File: src/rtl/wbuf_pkg.sv
// Shared types and sizing for the eviction write buffer.
// Entry layout is {valid, tag, data}; the tag is the line address without its offset bits.
package wbuf_pkg;

    localparam int WB_DEPTH    = 4;
    localparam int WB_LINE_W   = 256;
    localparam int WB_ADDR_W   = 32;
    localparam int WB_OFFSET_W = 5;
    localparam int TAG_W       = WB_ADDR_W - WB_OFFSET_W;
    localparam int PTR_W       = $clog2(WB_DEPTH);

    typedef enum logic [1:0] {
        IDLE,
        READ_MEM,
        DRAIN,
        RESP
    } wbuf_state_e;

    typedef struct packed {
        logic                 valid;
        logic [TAG_W-1:0]     tag;
        logic [WB_LINE_W-1:0] data;
    } wbuf_entry_t;

    // Pointers wrap for free because DEPTH is a power of two.
    function automatic logic [PTR_W-1:0] ptr_inc(input logic [PTR_W-1:0] p);
        return p + 1'b1;
    endfunction

endpackage

File: src/rtl/wbuf_match.sv
// Tag compare across all buffered lines: purely combinational, zero latency.
// No backpressure; at most one valid entry can carry a given tag.
module wbuf_match
    import wbuf_pkg::*;
#(
    parameter int DEPTH = WB_DEPTH
) (
    input  logic [DEPTH-1:0] ent_valid,
    input  logic [TAG_W-1:0] ent_tag [DEPTH],
    input  logic [TAG_W-1:0] tag,
    input  logic [PTR_W-1:0] head,
    output logic             hit,
    output logic [PTR_W-1:0] hit_idx,
    output logic             hit_is_head
);

    always_comb begin
        hit     = 1'b0;
        hit_idx = '0;
        for (int i = 0; i < DEPTH; i++) begin
            if (ent_valid[i] && (ent_tag[i] == tag)) begin
                hit     = 1'b1;
                hit_idx = PTR_W'(i);
            end
        end
    end

    assign hit_is_head = hit && (hit_idx == head);

endmodule

File: src/rtl/eviction_write_buffer.sv
// Line write-back buffer: evictions retire into a FIFO in one cycle, drain to memory when the cache is idle.
// Latency: buffered write / read hit respond the cycle after acceptance; read miss one cycle after mem_resp.
// Backpressure: cache requests are held until cache_resp; a full buffer drains its head before accepting.
module eviction_write_buffer
    import wbuf_pkg::*;
#(
    parameter int DEPTH    = WB_DEPTH,
    parameter int LINE_W   = WB_LINE_W,
    parameter int ADDR_W   = WB_ADDR_W,
    parameter int OFFSET_W = WB_OFFSET_W
) (
    input  logic              clk,
    input  logic              rst,
    input  logic              cache_read,
    input  logic              cache_write,
    input  logic [ADDR_W-1:0] cache_address,
    input  logic [LINE_W-1:0] cache_wdata,
    output logic [LINE_W-1:0] cache_rdata,
    output logic              cache_resp,
    output logic              mem_read,
    output logic              mem_write,
    output logic [ADDR_W-1:0] mem_address,
    output logic [LINE_W-1:0] mem_wdata,
    input  logic [LINE_W-1:0] mem_rdata,
    input  logic              mem_resp
);

    wbuf_state_e      state, state_nxt;
    wbuf_entry_t      entries [DEPTH];
    logic [DEPTH-1:0] ent_valid;
    logic [TAG_W-1:0] ent_tag [DEPTH];
    logic [PTR_W-1:0] head, tail;
    logic [PTR_W:0]   count;
    logic [TAG_W-1:0] req_tag;
    logic             hit, hit_is_head, head_busy;
    logic [PTR_W-1:0] hit_idx;
    logic             full, empty;
    logic             do_coalesce, do_alloc, do_hit_read, start_read, start_drain, read_done, pop;

    assign req_tag    = cache_address[ADDR_W-1:OFFSET_W];
    assign full       = (count == (PTR_W+1)'(DEPTH));
    assign empty      = (count == '0);
    assign cache_resp = (state == RESP);
    // The head is untouchable only while its drain is on the bus.
    assign head_busy  = hit_is_head && mem_write;

    always_comb begin
        for (int i = 0; i < DEPTH; i++) begin
            ent_valid[i] = entries[i].valid;
            ent_tag[i]   = entries[i].tag;
        end
    end

    wbuf_match #(.DEPTH(DEPTH)) u_match (
        .ent_valid   (ent_valid),
        .ent_tag     (ent_tag),
        .tag         (req_tag),
        .head        (head),
        .hit         (hit),
        .hit_idx     (hit_idx),
        .hit_is_head (hit_is_head)
    );

    always_ff @(posedge clk) begin
        if (rst) state <= IDLE;
        else     state <= state_nxt;
    end

    always_comb begin
        state_nxt   = state;
        do_coalesce = 1'b0;
        do_alloc    = 1'b0;
        do_hit_read = 1'b0;
        start_read  = 1'b0;
        start_drain = 1'b0;
        read_done   = 1'b0;
        pop         = 1'b0;
        unique case (state)
            IDLE: begin
                if (cache_write) begin
                    if (hit && !head_busy) begin
                        do_coalesce = 1'b1;
                        state_nxt   = RESP;
                    end else if (!full) begin
                        do_alloc  = 1'b1;
                        state_nxt = RESP;
                    end else begin
                        // Write stays pending and is retried once the head has popped.
                        start_drain = 1'b1;
                        state_nxt   = DRAIN;
                    end
                end else if (cache_read) begin
                    if (hit && !head_busy) begin
                        do_hit_read = 1'b1;
                        state_nxt   = RESP;
                    end else begin
                        start_read = 1'b1;
                        state_nxt  = READ_MEM;
                    end
                end else if (!empty) begin
                    start_drain = 1'b1;
                    state_nxt   = DRAIN;
                end
            end
            READ_MEM: if (mem_resp) begin
                read_done = 1'b1;
                state_nxt = RESP;
            end
            DRAIN: if (mem_resp) begin
                pop       = 1'b1;
                state_nxt = IDLE;
            end
            RESP:    state_nxt = IDLE;
            default: state_nxt = IDLE;
        endcase
    end

    always_ff @(posedge clk) begin
        if (rst) begin
            head        <= '0;
            tail        <= '0;
            count       <= '0;
            mem_read    <= 1'b0;
            mem_write   <= 1'b0;
            mem_address <= '0;
            mem_wdata   <= '0;
            cache_rdata <= '0;
            for (int i = 0; i < DEPTH; i++) entries[i].valid <= 1'b0;
        end else begin
            if (do_coalesce) entries[hit_idx].data <= cache_wdata;
            if (do_alloc) begin
                entries[tail] <= '{valid: 1'b1, tag: req_tag, data: cache_wdata};
                tail          <= ptr_inc(tail);
                count         <= count + 1'b1;
            end
            if (do_hit_read) cache_rdata <= entries[hit_idx].data;
            if (start_read) begin
                mem_read    <= 1'b1;
                mem_address <= cache_address;
            end
            if (start_drain) begin
                mem_write   <= 1'b1;
                mem_address <= {entries[head].tag, OFFSET_W'(0)};
                mem_wdata   <= entries[head].data;
            end
            if (read_done) begin
                mem_read    <= 1'b0;
                cache_rdata <= mem_rdata;
            end
            if (pop) begin
                mem_write               <= 1'b0;
                entries[head].valid     <= 1'b0;
                head                    <= ptr_inc(head);
                count                   <= count - 1'b1;
            end
        end
    end

endmodule

File: config.mk
export PLATFORM = sky130hd
export DESIGN_NAME = eviction_write_buffer
export DESIGN_NICKNAME = d
export VERILOG_FILES = /design/src/rtl/wbuf_pkg.sv /design/src/rtl/wbuf_match.sv /design/src/rtl/eviction_write_buffer.sv
export SDC_FILE = /design/constraint.sdc
export NUM_CORES = 2
export LEC_CHECK = 0
export CAP_MARGIN = 20
export CORE_AREA = 2 2 429 431
export CTS_CLUSTER_SIZE = 10
export DETAILED_ROUTE_END_ITERATION = 7
export DIE_AREA = 0 0 431 433
export PLACE_DENSITY = 0.61
export SKIP_CTS_REPAIR_TIMING = 1
export SYNTH_ARGS = -nofsm -noshare
export SYNTH_HDL_FRONTEND = slang
export SYNTH_SLANG_ARGS = --single-unit
File: constraint.sdc
create_clock -name clk -period 61.2 [get_ports clk]
set_input_delay 12.24 -clock clk [delete_from_list [all_inputs] [get_ports clk]]
set_output_delay 12.24 -clock clk [all_outputs]
set_load 0.05 [all_outputs]
==> results by group <==
CTS
  – Worst skew pair latency: 860 ps
  – Total CTS buffers: ~200
  – TritonCTS clock tree: yes
  – Clock tree sinks: approximately 1700
  – Worst-path clk slew: approximately 60 ps
  – Root buffer cell: clkbuf_16
  – H-tree Lvls: 4
  – Clock buffer depth: 3

Final layout
  – Reg area: 45300 µm²
  – Fill count: about 16000
  – Multi-input gate area: approximately 28000 µm²
  – Nets: 7140
  – Share of layout cells above drive strength 1: 0.134
  – Area delta synth->final: 24.3%

Job
  – Max-Cap Viols: 0

Floorplanning
  – Number of core rows: approximately 160
  – Top-level I/O count: 1096
  – Core Box Area: approximately 180000 µm²
  – Die area: about 190000 µm²
  – Die Ht: 433 µm
  – Die Wd: 431 µm
  – Starting density of the core: 0.416

Setup path
  – Launch point of the worst reg-to-reg path: entries[1][268]
  – Critical Path End Type: register
  – Slowest Stage Delay on Critical Path: approximately 870 ps
  – Reg2Reg Depth: 10
  – CP Class: in -> reg
  – Worst Path Max Fanout: 48
  – Most used cell, CP: buf_4
  – Startpoint Class: input port
  – Worst-path cell chain: clkdlybuf4s50_1, xnor2_1, nand4_1, nor4_2, nand2_4, o211a_1, or4_1, o31ai_2, and3_4, buf_4, buf_4
  – Worst EP arrival: around 19000 ps
  – Beginning of the critical path: cache_address[29]
  – Critical-path top delay cell: and3_4
  – WP data required: roughly 62000 ps

Pwr
  – Worst VDD drop: 0.0224 mV
  – Power Internal: 2.03 mW
  – Pwr Density: between 20 and 30 nW/µm²
  – Sequential Power Share: 0.465
  – Static leakage: 32.6 nW
  – Final Total Pwr: around 2.8 mW
  – Net Switching: about 760 µW
  – Comb pwr share: 0.146
  – Clk pwr share: 0.389
  – Sw Ratio: 0.273

Synthesis
  – Register area share after synthesis: 0.598
  – Synth area leader: edfxtp_1
  – Share of the synthesized area in the top cell type: 0.451
  – Syn nets: between 6000 and 7000
  – Ys flop type: edfxtp_1
  – Yosys reg bits: between 1500 and 2000
  – Synth warn: 0
  – Syn avg cell area: 13.2 µm²
  – Async S/R FF share, synth: 0
  – Synthesized instance count: 5752
  – Post-synthesis cell type count: about 60
  – EDFF count, synth: between 1000 and 1500
  – Cell area after synthesis: between 70000 and 80000 µm²
  – Synth top area cells: edfxtp_1 45%, dfxtp_1 15%, mux4_2 8.4%, nor2_1 3.9%, mux2_2 3.8%

Global routing
  – Aggregate global-route resource usage: 0.282
  – GR Layer Usage met1: 0.360
  – Initial antenna violation count: 58
  – Vias in the first global route: 52900
  – GRT met3 Usage: 0.0507
  – Remaining Overflow, GRT: 0
  – Busiest grt layer: met2
  – M2 GR Usage: 0.462
  – Pin count of the biggest net entering global routing: around 160
  – First-pass GRT wire length: around 390 mm

Timing
  – Max Freq: between 50 and 60 MHz
  – Setup violators final: 0
  – Worst slew margin: 0.198
  – Slew @ Worst Pin: about 1200 ps
  – Final period util: 0.297
  – Clock skew: 33.7 ps
  – RSZ-0062 raised after global routing: false
  – Final Max Tran Viols: 0
  – Final Hold Viols: 0
  – TNS Setup: 0 ps
  – Post-route minimum period: 18150 ps

Routing
  – DRC: 0
  – DRT iter0 DRCs: between 4000 and 5000
  – 1st-pass router iterations: 6
  – Antenna-violating nets left: 0
  – DR vias: 54000
  – Overall routed net length: around 270 mm
  – Routed len/inst: between 20 and 30 µm
  – Vias per inst: slightly below 6

Worst hold path
  – Worst Hold Launch: mem_wdata[121]
  – Hold Crit Class: reg -> reg
  – Hold depth: 2

Placement
  – DP Wirelength: 175 mm
  – Placer congestion estimate: a little over 0.9
  – PortBufs: about 1100

Status
  – Status: finished, final reports clean
-- routing by layer --
metal	part of all wire	wire, µm
met1	0.40	109000
met2	0.49	132000
met3	0.062	16900
met4	0.051	13800
met5	0.00055	150
-- state kept, by name, summed over array words and instances (netlist names), named ones only --
| register | flops |
|---|---|
| cache_rdata | 256 |
| count | 3 |
| entries | 1136 |
| head | 2 |
| mem_address | 32 |
| mem_read | 1 |
| mem_wdata | 256 |
| mem_write | 1 |
| state | 2 |
| tail | 2 |
-- logic make-up (layout without fill, tap and decap cells) --
| family | Yosys count | count (layout) | synth area share |
|---|---|---|---|
| flip-flops | 1693 | 1693 | 0.598 |
| AND/OR/NAND/NOR | 1454 | 1454 | 0.0900 |
| AO/OA/AOI/OAI | 1116 | 1116 | 0.106 |
| multiplexers | 829 | 829 | 0.161 |
| buffers and inverters | 548 | 1556 | 0.0323 |
| XOR/XNOR | 111 | 111 | 0.0128 |
| adder cells (fa/ha/maj) | 1 | 1 | 0.000264 |
| other | 0 | 33 | 0 |
-- cell usage in the layout, fill, tap and decap left out, types with 8 or more instances in the layout --
cell             instances
clkbuf_16              198
and3_1                   8
xnor2_1                 74
and2_1                 287
diode_2                 33
o211ai_1               256
edfxtp_1              1136
o221a_1                240
mux2i_1                289
a211oi_1                30
clkbuf_1               139
nand4_1                 33
nand2_1                 12
mux4_2                 283
nor4_1                  22
mux2_2                 257
dfxtp_1                555
nand3_1                263
a21oi_1                544
buf_12                   9
clkbuf_8                11
nor3_1                  11
nor2_1                 781
xor2_1                  37
clkdlybuf4s50_1       1094
o221a_2                 16
buf_4                   77
-- Yosys cell counts (all sizes together), types with 256 or more instances --
cell	number
nand3	263
clkbuf	383
mux4	283
mux2i	289
a21oi	547
edfxtp	1136
dfxtp	557
o211ai	256
mux2	257
nor2	783
o221a	256
and2	287
-- power groups by stage --
| stage | Sequential, mW | Combinational, mW | Clock (mW) |
|---|---|---|---|
| 6_report | 1.30 | 0.410 | 1.09 |
| 3_5_place_dp | 1.32 | 0.410 | 0 |
| 2_1_floorplan | 1.42 | 0.142 | 0 |
| 5_1_grt | 1.30 | 0.427 | 1.15 |
| 4_1_cts | 1.30 | 0.411 | 1.10 |
| 3_3_place_gp | 1.32 | 0.408 | 0 |
-- layout make-up --
class / count / share of cell area
Sequential cell: 1693 / 0.481
Tap cell: 2385 / 0.0317
Antenna cell: 33 / 0.000878
Clock buffer: 348 / 0.0598
Multi-Input combinational cell: 3511 / 0.299
Inverter: 7 / 0.000279
Timing Repair Buffer: 1182 / 0.125
Clock inverter: 19 / 0.00215
-- stage by stage --
step	util	std cells	area, µm²	setup slack [ps]	hold slack [ps]
after floorplan	-	5752	75700	28300	474
after global placement	0.484	8777	88100	42280	455
after detailed placement	0.484	8778	88200	42180	458
after CTS	0.516	9145	94000	43100	465
after global routing	0.517	9175	94100	42840	477
final	0.517	9178	94100	43050	463
-- worst paths after layout --
path	to	slack, ps
worst max-delay path	entries[3][90]	43050
worst min-delay path	mem_wdata[121]	460
worst max register to register	entries[3][90]	54670
worst min register to register	mem_wdata[121]	460
-- critical path, delay by kind of cell --
kind | cells | cell delay (ps)
and+or+nand+nor | 5 | 2930
AOI/OAI and AO/OA | 2 | 730
buffers and inverters | 3 | 2220
xor gates and xnor gates | 1 | 330
No activity file was read; power rests on OpenSTA's default activity.
